===== config.mk =====
export PLATFORM = sky130hd
export DESIGN_NAME = baser_66b_encoder_flat
export DESIGN_NICKNAME = d
export VERILOG_FILES = /design/src/rtl/baser_66b_encoder_if.sv /design/src/rtl/baser_66b_encoder.sv /design/src/flat_wrapper.sv
export SDC_FILE = /design/constraint.sdc
export NUM_CORES = 1
export LEC_CHECK = 0
export ABC_AREA = 1
export BUFFER_PORTS_ARGS = -buffer_cell sky130_fd_sc_hd__buf_4
export CAP_MARGIN = 10
export CORE_MARGIN = 2
export CORE_UTILIZATION = 57
export DETAILED_ROUTE_END_ITERATION = 12
export PLACE_DENSITY = 0.81
export SETUP_SLACK_MARGIN = 0.05
export SLEW_MARGIN = 20
export SYNTH_ARGS = -nofsm -noshare
export SYNTH_HDL_FRONTEND = slang
export SYNTH_SLANG_ARGS = --single-unit

===== constraint.sdc =====
create_clock -name clk -period 19.32 [get_ports clk]
set_input_delay 0.966 -clock clk [delete_from_list [all_inputs] [get_ports clk]]
set_output_delay 0.966 -clock clk [all_outputs]
set_load 0.05 [all_outputs]

===== src/rtl/baser_66b_encoder_if.sv =====
// MII transmit word in, packed group of four 66b blocks plus counters out.
interface baser_66b_encoder_if #(
  parameter int DATA_WIDTH  = 64,
  parameter int HDR_WIDTH   = 2,
  parameter int FRAME_WIDTH = DATA_WIDTH + HDR_WIDTH,
  parameter int CTRL_WIDTH  = DATA_WIDTH / 8
);
  logic                   i_valid;
  logic [DATA_WIDTH-1:0]  i_txd;
  logic [CTRL_WIDTH-1:0]  i_txc;
  logic [FRAME_WIDTH-1:0] o_tx_coded_0;
  logic [FRAME_WIDTH-1:0] o_tx_coded_1;
  logic [FRAME_WIDTH-1:0] o_tx_coded_2;
  logic [FRAME_WIDTH-1:0] o_tx_coded_3;
  logic                   o_valid;
  logic [31:0]            o_block_count;
  logic [31:0]            o_error_count;

  modport master (
    output i_valid, i_txd, i_txc,
    input  o_tx_coded_0, o_tx_coded_1, o_tx_coded_2, o_tx_coded_3,
    input  o_valid, o_block_count, o_error_count
  );

  modport slave (
    input  i_valid, i_txd, i_txc,
    output o_tx_coded_0, o_tx_coded_1, o_tx_coded_2, o_tx_coded_3,
    output o_valid, o_block_count, o_error_count
  );
endinterface


===== src/rtl/baser_66b_encoder.sv =====
// BASE-R 64b/66b transmit encoder with INIT/C/D sequencing, packing 4 blocks per output group.
// Group appears one edge after its 4th valid word; no backpressure, i_valid=0 simply stalls.
module baser_66b_encoder #(
  parameter int DATA_WIDTH  = 64,
  parameter int HDR_WIDTH   = 2,
  parameter int FRAME_WIDTH = DATA_WIDTH + HDR_WIDTH,
  parameter int CTRL_WIDTH  = DATA_WIDTH / 8
) (
  input logic               clk,
  input logic               i_rst,
  baser_66b_encoder_if.slave bus
);
  localparam logic [7:0] CH_I = 8'h07;
  localparam logic [7:0] CH_E = 8'hFE;
  localparam logic [7:0] CH_S = 8'hFB;
  localparam logic [7:0] CH_T = 8'hFD;
  localparam logic [7:0] CH_Q = 8'h9C;
  localparam logic [FRAME_WIDTH-1:0] ERR_BLK = {{8{7'h1E}}, 8'h1E, 2'b01};

  typedef enum logic [2:0] {K_D, K_C, K_S, K_T, K_E} kind_t;
  typedef enum logic [1:0] {ST_INIT, ST_C, ST_D} state_t;

  state_t                 state, state_nxt;
  kind_t                  kind;
  logic [FRAME_WIDTH-1:0] enc, blk;
  logic                   emit_err;
  logic [7:0]             lane [8];
  logic [7:0]             lane_idle, lane_err, tmask;
  logic                   t_hit;
  logic [2:0]             t_pos;
  logic [7:0]             t_type;

  logic [1:0]             slot;
  logic [FRAME_WIDTH-1:0] stg0, stg1, stg2;
  logic [FRAME_WIDTH-1:0] out0, out1, out2, out3;
  logic                   out_vld;
  logic [31:0]            blk_cnt, err_cnt;

  always_comb begin
    for (int k = 0; k < 8; k++) begin
      lane[k]      = bus.i_txd[8*k +: 8];
      lane_idle[k] = (bus.i_txd[8*k +: 8] == CH_I);
      lane_err[k]  = (bus.i_txd[8*k +: 8] == CH_E);
    end
  end

  // Terminate position j: txc is ones from lane j upward, /T/ at j, idles above it.
  always_comb begin
    t_hit = 1'b0;
    t_pos = 3'd0;
    tmask = 8'h00;
    for (int j = 0; j < 8; j++) begin
      tmask = 8'hFF << j;
      if (bus.i_txc == tmask && lane[j] == CH_T &&
          (lane_idle | (8'hFF >> (7 - j))) == 8'hFF) begin
        t_hit = 1'b1;
        t_pos = 3'(j);
      end
    end
  end

  always_comb begin
    case (t_pos)
      3'd0:    t_type = 8'h87;
      3'd1:    t_type = 8'h99;
      3'd2:    t_type = 8'hAA;
      3'd3:    t_type = 8'hB4;
      3'd4:    t_type = 8'hCC;
      3'd5:    t_type = 8'hD2;
      3'd6:    t_type = 8'hE1;
      default: t_type = 8'hFF;
    endcase
  end

  always_comb begin
    kind = K_E;
    enc  = ERR_BLK;
    if (bus.i_txc == 8'h00) begin
      kind = K_D;
      enc  = {bus.i_txd, 2'b10};
    end else if (bus.i_txc == 8'hFF && (lane_idle | lane_err) == 8'hFF) begin
      kind     = K_C;
      enc      = '0;
      enc[9:0] = {8'h1E, 2'b01};
      for (int k = 0; k < 8; k++)
        enc[7*k+10 +: 7] = lane_err[k] ? 7'h1E : 7'h00;
    end else if (bus.i_txc == 8'hF1 && lane[0] == CH_Q && lane_idle[7:4] == 4'hF) begin
      kind = K_C;
      enc  = {28'h0, 4'h0, bus.i_txd[31:8], 8'h4B, 2'b01};
    end else if (bus.i_txc == 8'h01 && lane[0] == CH_S) begin
      kind = K_S;
      enc  = {bus.i_txd[63:8], 8'h78, 2'b01};
    end else if (t_hit) begin
      kind     = K_T;
      enc      = '0;
      enc[9:0] = {t_type, 2'b01};
      for (int k = 0; k < 7; k++)
        if (3'(k) < t_pos) enc[8*k+10 +: 8] = lane[k];
    end
  end

  always_comb begin
    state_nxt = state;
    emit_err  = 1'b0;
    case (state)
      ST_INIT, ST_C: begin
        case (kind)
          K_C:     state_nxt = ST_C;
          K_S:     state_nxt = ST_D;
          default: emit_err  = 1'b1;
        endcase
      end
      ST_D: begin
        case (kind)
          K_D: state_nxt = ST_D;
          K_T: state_nxt = ST_C;
          default: begin
            emit_err  = 1'b1;
            state_nxt = ST_C;
          end
        endcase
      end
      default: state_nxt = ST_INIT;
    endcase
  end

  assign blk = emit_err ? ERR_BLK : enc;

  always_ff @(posedge clk or posedge i_rst) begin
    if (i_rst) state <= ST_INIT;
    else if (bus.i_valid) state <= state_nxt;
  end

  always_ff @(posedge clk or posedge i_rst) begin
    if (i_rst) begin
      slot    <= 2'd0;
      stg0    <= '0;
      stg1    <= '0;
      stg2    <= '0;
      out0    <= '0;
      out1    <= '0;
      out2    <= '0;
      out3    <= '0;
      out_vld <= 1'b0;
      blk_cnt <= 32'd0;
      err_cnt <= 32'd0;
    end else begin
      out_vld <= 1'b0;
      if (bus.i_valid) begin
        blk_cnt <= blk_cnt + 32'd1;
        if (emit_err) err_cnt <= err_cnt + 32'd1;
        slot <= slot + 2'd1;
        case (slot)
          2'd0: stg0 <= blk;
          2'd1: stg1 <= blk;
          2'd2: stg2 <= blk;
          default: begin
            out0    <= stg0;
            out1    <= stg1;
            out2    <= stg2;
            out3    <= blk;
            out_vld <= 1'b1;
          end
        endcase
      end
    end
  end

  assign bus.o_tx_coded_0  = out0;
  assign bus.o_tx_coded_1  = out1;
  assign bus.o_tx_coded_2  = out2;
  assign bus.o_tx_coded_3  = out3;
  assign bus.o_valid       = out_vld;
  assign bus.o_block_count = blk_cnt;
  assign bus.o_error_count = err_cnt;
endmodule


===== src/flat_wrapper.sv =====
// flat-port wrapper written by rule: the top's interface ports become plain ports
module baser_66b_encoder_flat 
#(
  parameter int DATA_WIDTH  = 64,
  parameter int HDR_WIDTH   = 2,
  parameter int FRAME_WIDTH = DATA_WIDTH + HDR_WIDTH,
  parameter int CTRL_WIDTH  = DATA_WIDTH / 8
)
  (clk, i_rst, bus_i_valid, bus_i_txd, bus_i_txc, bus_o_tx_coded_0, bus_o_tx_coded_1, bus_o_tx_coded_2, bus_o_tx_coded_3, bus_o_valid, bus_o_block_count, bus_o_error_count);
  baser_66b_encoder_if #(.DATA_WIDTH(DATA_WIDTH), .HDR_WIDTH(HDR_WIDTH), .FRAME_WIDTH(FRAME_WIDTH), .CTRL_WIDTH(CTRL_WIDTH)) bus_i ();
  input logic clk;
  input logic i_rst;
  input wire logic [$bits(bus_i.i_valid)-1:0] bus_i_valid;
  input wire logic [$bits(bus_i.i_txd)-1:0] bus_i_txd;
  input wire logic [$bits(bus_i.i_txc)-1:0] bus_i_txc;
  output wire logic [$bits(bus_i.o_tx_coded_0)-1:0] bus_o_tx_coded_0;
  output wire logic [$bits(bus_i.o_tx_coded_1)-1:0] bus_o_tx_coded_1;
  output wire logic [$bits(bus_i.o_tx_coded_2)-1:0] bus_o_tx_coded_2;
  output wire logic [$bits(bus_i.o_tx_coded_3)-1:0] bus_o_tx_coded_3;
  output wire logic [$bits(bus_i.o_valid)-1:0] bus_o_valid;
  output wire logic [$bits(bus_i.o_block_count)-1:0] bus_o_block_count;
  output wire logic [$bits(bus_i.o_error_count)-1:0] bus_o_error_count;
  assign bus_i.i_valid = bus_i_valid;
  assign bus_i.i_txd = bus_i_txd;
  assign bus_i.i_txc = bus_i_txc;
  assign bus_o_tx_coded_0 = bus_i.o_tx_coded_0;
  assign bus_o_tx_coded_1 = bus_i.o_tx_coded_1;
  assign bus_o_tx_coded_2 = bus_i.o_tx_coded_2;
  assign bus_o_tx_coded_3 = bus_i.o_tx_coded_3;
  assign bus_o_valid = bus_i.o_valid;
  assign bus_o_block_count = bus_i.o_block_count;
  assign bus_o_error_count = bus_i.o_error_count;
  baser_66b_encoder #(.DATA_WIDTH(DATA_WIDTH), .HDR_WIDTH(HDR_WIDTH), .FRAME_WIDTH(FRAME_WIDTH), .CTRL_WIDTH(CTRL_WIDTH)) u_core (.clk(clk), .i_rst(i_rst), .bus(bus_i));
endmodule

==> flow_summary.ini <==
[synth]
syn_nets = 3057
synth_compound_area_frac = 0.0698
synth_xor_area_frac = 0.0229
synth_top_family_by_area = simple AND/OR/NAND/NOR gates
synth_mux_area_frac = 0
synthArstFlopShare = 1.00
synth_top_cell_by_area = dfrtp_1
synthFlopType = dfrtp_1
yosysWarnings = 0
syn-cell-area_um2 = 24100
syn_area_per_cell_um2 = 8.11
ys_seq_area_frac = 0.551
synth_simple_gate_area_share = 0.289
synth_top_area_frac = 0.551
synth-seq-cells = 531
synthCells = 2971
synth_cell_type_count = 45
synth-adder-area-share = 0.00571
synth_edf_count = 0
yosys-top-cells-area = dfrtp_1 (55%), nand2_1 (17%), nand3_1 (4.9%)

[timing]
setup_violations = 0
rsz0062_at_grt = false
max_freq_mhz = 205
finalClockSkew_ps = 23.2
tightest_slew_ps = 1230
worst_hold_slack_ps = 468
fin_crit_sh = 0.253
maxSlewHeadroom = 0.173
hold_violations = 0
slew_viol_final = 0
layout_min_cycle_time_ps = 4890
setup-tns-final_ps = 0

[clock_tree]
clk_pin_slew_ps = 60
clock_latency_ps = 620
post_cts.repair.setup_buffers = 0
ctsResizeCount = 0
cts_buffers = 52
clock_path_buffers = 3
cts_tree = yes
hold_buffers = 0
h-tree-depth = 2
root_buffer = clkbuf_16
cts_sinks = 531

[route]
wl_met2_um = 40500
drtIter0Drc = 3473
detail-route-antenna-nets = 0
viasPerCell = 5.94
met3WireLength_um = 9970
topRoutingLayerUsed = met5
wl_met1_um = 35300
firstDrtPassIters = 6
drc = 0
routed_wirelength_um = 91100
wl_per_cell_um = 23.3
vias = 23166

[floorplan]
fp.dieH_um = 210
start_util = 0.576
design.portCount = 404
dieWidth_um = 210
rows = 75
dieArea_um2 = 44000
coreArea_um2 = 41900

[critical_path]
worstSetupStartpoint = bus_i_txd[28]
arrival_ps = 5430
cp-start-kind = input pin
path_cells = buf_4, nand2_1, nor2_1, nand4_1, nand2_1, nand2_1, nor2_1, nand3_1, nand4_2, nand2_4, nor2_8, inv_2, o21ai_2, nand2_1, nand2_1
crit_fanout = 44
worst-setup-path-type = in2reg
max_stage_delay_ps = 740
end_kind = flop
slowest_stage = o21ai_2
crit_path_frequent_cell = nand2_1
r2r-end = u_core.bus.o_tx_coded_2[52]
timing.rr.start = u_core.slot[0]
worst_r2r_path_depth = 6
cp-endpoint = u_core.bus.o_tx_coded_3[57]
reg2reg_slack_ps = 16170
cp.required_ps = 19860

[power_and_ir_drop]
comb_power_share = 0.410
seq_power_share = 0.368
cellPowerDensity_nw_per_um2 = 157
clockPowerShare = 0.222
peakVddDrop_uv = 167
p_int_uw = 2500
p_sw_frac = 0.452
p_sw_uw = 2060
p_leak_uw = 0.0152

[final_layout]
synthToLayoutAreaGrowth_pct = 20.9
drive_above_1_share = 0.168
fin_nets = 3404
fillers = 3163

[worst_hold_path]
hold_path.class = in2async

[grt]
grt_pass1_vias = 22543
grt_pass1_wl_um = 136000
grt_max_degree = 263
antenna_found_initial = 7
grt_usage = 0.412
overflow = 0

[run_status]
outcome = completed

[place]
dp_hpwl_um = 63600
gp_congestion = 1.00
io_buffers = 403

[run]
maxCapViolCount = 0
stage by stage:
stage / cell area, um^2 / power (uW) / worst slack, ps / cells / utilization
after floorplan: 24100 / 2880 / 3520 / 2971 / -
after global placement: 27400 / 3480 / 14070 / 3803 / 0.655
after detailed placement: 27400 / 3530 / 14040 / 3803 / 0.655
after CTS: 29100 / 4550 / 14620 / 3895 / 0.695
after global routing: 29100 / 4740 / 14300 / 3900 / 0.696
final: 29100 / 4560 / 14430 / 3902 / 0.696
power groups by stage:
stage                     logic [uW]  registers, uW  clock network, uW
after floorplan                  512           2360                  0
after global placement          1810           1670                  0
after detailed placement        1840           1680                  0
after CTS                       1860           1670               1010
after global routing            1980           1700               1050
final                           1870           1680               1010
cells by family (layout without fill, tap and decap cells):
family / after synthesis / count (layout)
AND/OR/NAND/NOR: 1676 / 1676
XOR/XNOR: 63 / 63
adder cells (fa/ha/maj): 11 / 11
flip-flops: 531 / 531
buffers and inverters: 375 / 760
other: 0 / 7
AO/OA/AOI/OAI: 315 / 315
per-layer routing:
metal,track usage,vias to the layer above
li1,-,10085
met5,0,-
met1,0.565,11244
met4,0.228,2
met3,0.0910,279
met2,0.615,1556
registers in the layout, summed over array words and instances, names as in the netlist:
name,flops
u_core.bus.o_tx_coded_2,66
u_core.stg2,66
u_core.stg0,66
u_core.stg1,66
u_core.bus.o_tx_coded_3,66
u_core.slot,2
u_core.bus.o_error_count,32
u_core.bus.o_block_count,32
u_core.bus.o_valid,1
u_core.bus.o_tx_coded_0,66
u_core.state,2
u_core.bus.o_tx_coded_1,66
cell usage in the layout (no fill, tap or decap), types with 15 or more instances in the layout:
master	n
xnor2_1	24
nand2_1	1104
a21oi_1	92
o21ai_0	159
buf_4	411
nor2_1	207
o21ai_1	28
inv_1	231
inv_2	15
o21ai_2	15
xor2_1	39
dfrtp_1	531
nand4_1	38
nor3_1	39
clkbuf_16	52
nand3_1	237
worst min path at each step:
stage | from | slack, ps | endpoint
6_report | i_rst | 470 | u_core.bus.o_valid
5_1_grt | u_core.stg0[3] | 490 | u_core.bus.o_tx_coded_0[3]
4_1_cts | u_core.stg0[64] | 470 | u_core.bus.o_tx_coded_0[64]
3_5_place_dp | u_core.stg1[54] | 460 | u_core.bus.o_tx_coded_1[54]
3_3_place_gp | u_core.stg1[43] | 450 | u_core.bus.o_tx_coded_1[43]
2_1_floorplan | u_core.stg0[23] | 440 | u_core.bus.o_tx_coded_0[23]
worst max-delay path: cells and delay by family:
family,cells,cell delay (ps)
AO/OA/AOI/OAI,1,740
buffers and inverters,2,640
AND/OR/NAND/NOR,12,3050
area by class of cell:
| class | count | area [um^2] | share of cell area |
|---|---|---|---|
| repair buffers | 416 | 3160 | 0.108 |
| flip-flops and latches | 531 | 13300 | 0.456 |
| diodes | 7 | 17.5 | 0.000601 |
| well taps | 539 | 674 | 0.0231 |
| clock inverters | 18 | 186 | 0.00640 |
| multi-input cells | 2065 | 9360 | 0.321 |
| inverters | 252 | 962 | 0.0330 |
| clock buffers | 74 | 1490 | 0.0513 |
Yosys cell counts, drive strengths merged, types with 2 or more instances:
library cell	instances
nand3	242
nor2	219
inv	247
nor3b	2
or2	6
buf	36
o21bai	3
a21boi	3
nand3b	3
nor3	40
clkinv	5
o22ai	5
a21oi	92
nand2	1110
nor4	6
xor2	39
dfrtp	531
a31oi	5
nand4	41
xnor2	24
and3	4
o211ai	4
ha	11
o21ai	203
clkbuf	87
No activity file was read; power rests on OpenSTA's default activity.
